--- config.mk ---
export PLATFORM = sky130hd
export DESIGN_NAME = uart_debug_rx
export DESIGN_NICKNAME = d
export VERILOG_FILES = /design/src/rtl/uart_debug_rx.sv
export SDC_FILE = /design/constraint.sdc
export NUM_CORES = 1
export LEC_CHECK = 0
export BUFFER_PORTS_ARGS = -buffer_cell sky130_fd_sc_hd__buf_2
export CORE_MARGIN = 8
export CORE_UTILIZATION = 52
export DETAILED_ROUTE_END_ITERATION = 10
export GPL_ROUTABILITY_DRIVEN = 0
export PLACE_DENSITY = 0.75
export SLEW_MARGIN = 20
export SYNTH_ARGS = -nofsm -noshare
export SYNTH_HDL_FRONTEND = slang
export SYNTH_SLANG_ARGS = --single-unit
--- constraint.sdc ---
create_clock -name clk -period 1.8 [get_ports clk]
set_input_delay 0.18 -clock clk [delete_from_list [all_inputs] [get_ports clk]]
set_output_delay 0.18 -clock clk [all_outputs]
set_load 0.02 [all_outputs]
--- src/rtl/uart_debug_rx.sv ---
// uart_debug_rx: 16-bit debug UART receiver (8N1-style framing widened to 16 data bits).
// The line is synchronised, a start bit is qualified at its centre, and 16 data
// bits are shifted in LSB first before the stop bit is checked. Completed words
// are held with a valid/ack handshake, and the receiver reports overruns and framing errors.
// Optional build macro: UART_RX_MAJORITY_EN makes every bit decision a 2-of-3 vote
// over the last three line samples. The default build uses a single sample.
module uart_debug_rx #(
  parameter int BAUD_DIV = 434
) (
  input  logic        clk,
  input  logic        rst,
  input  logic        uart_rx,
  input  logic        rx_ack,
  output logic [15:0] rx_data,
  output logic        rx_valid,
  output logic        frame_err,
  output logic        overrun
);

  localparam int HALF = BAUD_DIV / 2;
  localparam logic [8:0] HALF_LAST = 9'(HALF - 1);
  localparam logic [8:0] BIT_LAST  = 9'(BAUD_DIV - 1);

  typedef enum logic [1:0] {
    IDLE,
    START,
    DATA,
    STOP
  } state_t;

  logic sync_meta_reg;
  logic rx_s;
  logic sample;

  state_t      state_reg, state_next;
  logic [8:0]  baud_cnt_reg, baud_cnt_next;
  logic [4:0]  bit_cnt_reg, bit_cnt_next;
  logic [15:0] shift_reg, shift_next;
  logic        armed_reg, armed_next;
  logic [15:0] rx_data_reg, rx_data_next;
  logic        rx_valid_reg, rx_valid_next;
  logic        frame_err_reg, frame_err_next;
  logic        overrun_reg, overrun_next;

  // Two-flop synchroniser; resets to the idle (high) line level.
  always_ff @(posedge clk) begin
    if (rst) begin
      sync_meta_reg <= 1'b1;
      rx_s          <= 1'b1;
    end else begin
      sync_meta_reg <= uart_rx;
      rx_s          <= sync_meta_reg;
    end
  end

`ifdef UART_RX_MAJORITY_EN
  logic [1:0] hist_reg;

  // Keep the two previous synchronised samples so the decision cycle can vote.
  always_ff @(posedge clk) begin
    if (rst) begin
      hist_reg <= 2'b11;
    end else begin
      hist_reg <= {hist_reg[0], rx_s};
    end
  end

  // hist_reg[1] is count N-3, hist_reg[0] is N-2, and rx_s is N-1.
  assign sample = (hist_reg[1] & hist_reg[0]) |
                  (hist_reg[1] & rx_s) |
                  (hist_reg[0] & rx_s);
`else
  assign sample = rx_s;
`endif

  // Register the state, the counters, the shift register and the output holding registers.
  always_ff @(posedge clk) begin
    if (rst) begin
      state_reg     <= IDLE;
      baud_cnt_reg  <= '0;
      bit_cnt_reg   <= '0;
      shift_reg     <= '0;
      armed_reg     <= 1'b0;
      rx_data_reg   <= '0;
      rx_valid_reg  <= 1'b0;
      frame_err_reg <= 1'b0;
      overrun_reg   <= 1'b0;
    end else begin
      state_reg     <= state_next;
      baud_cnt_reg  <= baud_cnt_next;
      bit_cnt_reg   <= bit_cnt_next;
      shift_reg     <= shift_next;
      armed_reg     <= armed_next;
      rx_data_reg   <= rx_data_next;
      rx_valid_reg  <= rx_valid_next;
      frame_err_reg <= frame_err_next;
      overrun_reg   <= overrun_next;
    end
  end

  // Next-state logic: frame sequencing, the bit sampling and the handshake and status flags.
  always_comb begin
    state_next     = state_reg;
    baud_cnt_next  = baud_cnt_reg;
    bit_cnt_next   = bit_cnt_reg;
    shift_next     = shift_reg;
    armed_next     = armed_reg;
    rx_data_next   = rx_data_reg;
    rx_valid_next  = rx_valid_reg;
    frame_err_next = 1'b0;
    overrun_next   = 1'b0;

    // Acknowledge consumes the held word. If a new word lands in this same cycle,
    // the DATA/STOP handling below takes priority.
    if (rx_valid_reg && rx_ack) begin
      rx_valid_next = 1'b0;
    end

    case (state_reg)
      IDLE: begin
        // armed_reg is cleared by a framing error. The receiver then waits for
        // the line to go high, so a line stuck low cannot retrigger reception.
        if (rx_s) begin
          armed_next = 1'b1;
        end else if (armed_reg) begin
          state_next    = START;
          baud_cnt_next = '0;
          bit_cnt_next  = '0;
        end
      end

      START: begin
        if (baud_cnt_reg == HALF_LAST) begin
          baud_cnt_next = '0;
          if (!sample) begin
            state_next = DATA;
          end else begin
            state_next = IDLE;
          end
        end else begin
          baud_cnt_next = baud_cnt_reg + 9'd1;
        end
      end

      DATA: begin
        if (baud_cnt_reg == BIT_LAST) begin
          baud_cnt_next = '0;
          shift_next    = {sample, shift_reg[15:1]};
          bit_cnt_next  = bit_cnt_reg + 5'd1;
          if (bit_cnt_reg == 5'd15) begin
            state_next = STOP;
          end
        end else begin
          baud_cnt_next = baud_cnt_reg + 9'd1;
        end
      end

      STOP: begin
        if (baud_cnt_reg == BIT_LAST) begin
          baud_cnt_next = '0;
          state_next    = IDLE;
          if (sample) begin
            rx_data_next  = shift_reg;
            rx_valid_next = 1'b1;
            overrun_next  = rx_valid_reg && !rx_ack;
          end else begin
            frame_err_next = 1'b1;
            armed_next     = 1'b0;
          end
        end else begin
          baud_cnt_next = baud_cnt_reg + 9'd1;
        end
      end

      default: begin
        state_next = IDLE;
      end
    endcase
  end

  assign rx_data   = rx_data_reg;
  assign rx_valid  = rx_valid_reg;
  assign frame_err = frame_err_reg;
  assign overrun   = overrun_reg;

endmodule

; ---- Word-level counts from Yosys, hierarchy flattened
; Cells that the tools add are included.
; W data, S select, Z words.
[totals]
inputBits = 4
regBits = 54
output_inout_bits = 19
elab_cells = 71
[classes]
n_mux = 26
eq_ne = 14
n_bitwise = 3
n_reduce_logical = 15
n_addsub = 2
[ops]
columns = cell, count
row1 = $mux W9, 4
row2 = $pmux W9 S3, 1
row3 = $ne A2 B2 Y1 const B, 8
row4 = $mux W5, 3
row5 = $mux W2, 7
row6 = $pmux W5 S2, 1
row7 = $add A9 B1 Y9 const B, 1
row8 = $eq A9 B8 Y1 const B, 1
row9 = $eq A9 B9 Y1 const B, 1
row10 = $mux W1, 8
row11 = $pmux W2 S4, 1
row12 = $reduce_and A4 Y1, 2
row13 = $reduce_and A6 Y1, 1
row14 = $add A5 B1 Y5 const B, 1
row15 = $eq A5 B4 Y1 const B, 1
row16 = $eq A2 B2 Y1 const B, 2
row17 = $reduce_and A2 Y1, 2
row18 = $reduce_bool A2 Y1, 2
row19 = $reduce_or A4 Y1, 1
row20 = $not A1 Y1, 3
row21 = $reduce_and A3 Y1, 1
row22 = $reduce_or A3 Y1, 1
row23 = $eq A2 B1 Y1 const B, 1
row24 = $logic_and A1 B1 Y1, 2
row25 = other kinds (4), 4

; ---- Longest topological paths before layout
[depth]
depth_word = 5
ltp_mapped = 8
ltp_nobuf = 6

; ---- Worst setup path before layout
; OpenSTA, ideal clock, no wires.
[synth_timing]
path_kind = register to register
start = register baud_cnt_reg[1]
end = register rx_data_reg[10] (netlist: rx_data[10])
required_ns = 1.672
setup_slack_ns = 0.052
n_path_buf = 2
arrival_time_ns = 1.620
synth_period_minus_slack_ns = 1.748
setup_time_ns = 0.128
stages_incl_launch_ff = 9
cell_sequence = dfxtp_1 inv_1 ha_1 and4_1 nand4_1 buf_2 buf_2 mux2i_1 nor2_1
[synth_via]
elab_chain_cells = 2
[synth_rtl]
columns = element, line
row1 = "start, declared", 36  ; logic [8:0] baud_cnt_reg, baud_cnt_next;
row2 = "start signal, assigned", 90  ; baud_cnt_reg <= baud_cnt_next;
row3 = $eq A9 B9 Y1, 159  ; if (baud_cnt_reg == BIT_LAST) begin
row4 = $reduce_and A3 Y1 (no line), n/a
row5 = "end signal, assigned", 94  ; rx_data_reg <= rx_data_next;
row6 = "end, declared", 40  ; logic [15:0] rx_data_reg, rx_data_next;
; No other way between the ends.
; A chain may end at the register's enable or synchronous reset.

; ---- Worst setup path in the final report
[layout_timing]
start = register baud_cnt_reg[1]
end = register baud_cnt_reg[0]
[layout_via]
elab_chain_cells = 3
word_cells_on_any_way = 5
cone_classes = eq/ne: 2 / mux: 3
[layout_rtl]
columns = element, line
row1 = $eq A9 B9 Y1 or $eq A9 B8 Y1 (tied branches), "146, 159, 133"
row2 = $mux W9 (on tied branches), "146, 159, 133"
row3 = $pmux W9 S3 *, 119  ; case (state_reg)
; Mark *: on every way between the ends. The rest lies on a longest branch, timed or not.

==> metrics.yaml <==
status:
  status: "finished, violations left"
  violations: "negative setup slack"
clock_network:
  cts_buffers: 5
  clkSlewWorstSetupHoldPaths_ns: 0.10
  clockRootBuffer: "clkbuf_8"
  tritoncts: "built"
  cts_buffer_depth: 2
  numClockSinks: 54
  insertion_delay_ns: 0.31
  cts-htree-levels: 2
routing:
  drt-initial-drc-count: 146
  via_per_inst: 5.512
  drt.antenna.violating_nets: 0
  routed-via-count: 1775
  drc: 0
  routed_wl_mm: 4.533
  wl_per_cell_um: 14.08
  first_pass_iters: 4
die:
  die_w_um: 81.63
  core-area_mm2: 0.004264
  fp.dieH_um: 81.63
  initial_core_util_pct: 52.52
  pin_count: 23
  dieArea_mm2: 0.006663
  num_rows: 24
min_path:
  min-delay-start: "uart_rx"
  hold_class: "input port to register"
timing:
  final.min_clock_period_ns: 1.920
  finalHoldViolCount: 0
  final-max-slew-violation-count: 0
  setup_viol: 10
  fmax_ghz: 0.5208
  relSlewSlack_pct: 68.60
  worstMarginPinSlew_ns: 0.4711
  rsz0062_at_grt: "true"
  period_share_pct: 106.7
  clock_skew_ns: 0.006550
  hold-worst-slack_ns: 0.04210
  worst_slack_ns: -0.1202
worst_setup_path:
  criticalPathCategory: "register to register"
  cp_max_fo: 5
  startpoint_type: "register"
  cp.arrival_ns: 2.10
  r2r-start: "baud_cnt_reg[1]"
  critPathLaunch: "baud_cnt_reg[1]"
  end_kind: "register"
  worstPathRequired_ns: 1.98
global_routing:
  antenna_found_initial: 0
  grtUsageTotal_pct: 13.25
  grt_max_degree: 31
  overflow: 0
  grt_pass1_vias: 1633
  grt_pass1_wl_mm: 7.134
placement:
  placedCellCount: 311
  portBuffers: 22
  dp_hpwl_mm: 2.865
final_layout:
  drive_gt1_share_pct: 24.81
  instances_no_fill: 322
  areaGrowthSynthToFinish_pct: 21.79
  multi_input_area_mm2: 0.001175
  nets: 278
  fill_cells: 357
  seq_area_mm2: 0.001084
  antenna_cells: 0
synth:
  syn-num-nets: 248
  syn_inst: 239
  yosys_warnings: 0
  yosysSeqAreaShare_pct: 48.27
  ys_seq_elements: 54
  yosysUniqueCellTypes: 34
  avgSynthCellArea_um2: 9.371
  synth_area_mm2: 0.002240
power_and_ir_drop:
  power_density_mw_per_mm2: 784.4
  p_leak_uw: 0.001222
  peakVddDrop_mv: 0.6805
  p_total_uw: 2140
run:
  maxCapViolCount: 0
-- kinds of logic (layout without fill, tap and decap cells) --
logic type      count (synthesis)  count (layout)  synth area share (%)
flops                          54              54                 48.27
simple gates                   90              90                 20.28
compound gates                 37              37                 9.609
fa+ha+maj                       5               5                 2.793
mux                            34              34                 15.20
buf+inv                        19              50                 3.855
-- stage by stage --
stage                     utilization [%]  area, um^2  setup slack, ns   TNS (ns)
after floorplan                         -        2240          0.05197          0
after global placement              57.45        2450          0.03649          0
after detailed placement            57.45        2450        -0.003497  -0.003497
after CTS                           60.30        2571        -0.003696  -0.005113
after global routing                63.97        2728          -0.1471     -1.415
final                               63.97        2728          -0.1202    -0.8642
-- critical path, stage by stage (launching register included) --
cell and delay (ns):
dfxtp_2 0.34, inv_2 0.07, ha_4 0.12, or4b_4 0.46
o311a_4 0.41, buf_8 0.15, nor3_4 0.16, nor3_1 0.07
-- area by class of cell --
type / count / share of cell area [%]
Inverter: 5 / 0.6881
Timing Repair Buffer: 37 / 9.817
Clock inverter: 3 / 1.789
Multi-Input combinational cell: 166 / 43.07
Sequential cell: 54 / 39.72
Tap cell: 52 / 2.385
Clock buffer: 5 / 2.523
-- report_power, final --
group / internal [uW] / switching, uW
registers: 1200 / 10.0
clock network: 424 / 416
logic: 37.8 / 50.8
-- layer usage --
layer | up-vias | GRT usage [%] | wire length (um)
met5 | - | 0 | 0
met4 | 0 | 6.316 | 102
met3 | 8 | 3.063 | 133
met2 | 24 | 22.75 | 2245
met1 | 854 | 15.23 | 2052
li1 | 889 | - | -
-- placed cells by master, fill, tap and decap left out, types with 6 or more instances in the layout --
cell type	Yosys	layout
nor2_1	37	37
a21oi_1	16	15
o22ai_2	0	6
mux2i_1	34	34
dfxtp_1	54	52
nand2_1	16	16
o21ai_0	7	6
buf_4	1	10
buf_2	3	22
-- cells in the mapped netlist --
| cell | instances | area (um^2) |
|---|---|---|
| o311a_1 | 1 | 10.01 |
| nand3_1 | 2 | 10.01 |
| buf_6 | 1 | 11.26 |
| nor2_1 | 37 | 138.9 |
| nor3b_1 | 2 | 15.01 |
| or4b_1 | 1 | 10.01 |
| buf_2 | 3 | 15.01 |
| and3_1 | 1 | 6.260 |
| a31oi_1 | 1 | 6.260 |
| o31a_1 | 2 | 17.52 |
| buf_4 | 1 | 7.510 |
| nor3_1 | 6 | 30.03 |
| clkbuf_1 | 9 | 33.78 |
| a21oi_1 | 16 | 80.08 |
| or3_1 | 3 | 18.77 |
| dfxtp_1 | 54 | 1081 |
| o22ai_1 | 7 | 43.79 |
| nor4b_1 | 1 | 8.760 |
| nor4b_4 | 1 | 23.77 |
| inv_1 | 5 | 18.77 |
| nor4_1 | 3 | 18.77 |
| nor2b_1 | 3 | 18.77 |
| ha_1 | 5 | 62.56 |
| or4_1 | 2 | 15.01 |
| o21a_1 | 2 | 15.01 |
| mux2i_1 | 34 | 340.3 |
| o21ai_0 | 7 | 35.03 |
| or2_2 | 2 | 12.51 |
| nand2_1 | 16 | 60.06 |
| nand4_1 | 2 | 12.51 |
| nand2b_1 | 3 | 18.77 |
| and4_1 | 2 | 17.52 |
| and2_1 | 3 | 18.77 |
| a211oi_1 | 1 | 7.510 |
-- final timing paths --
kind | to | slack, ns | cells past startpoint
setup / recovery | baud_cnt_reg[0] | -0.12 | 7
hold / removal | sync_meta_reg | 0.04 | 2
setup reg to reg | baud_cnt_reg[0] | -0.12 | 7
hold reg to reg | rx_s | 0.42 | 1
-- repair_timing --
action,in CTS,in global routing
buffers inserted,0,1
gates resized for setup,1,29
pin swaps,0,16
hold buffers,0,0
endpoints found under the setup margin,8,45
gates cloned,0,2
(Power assumes the default switching activity.)
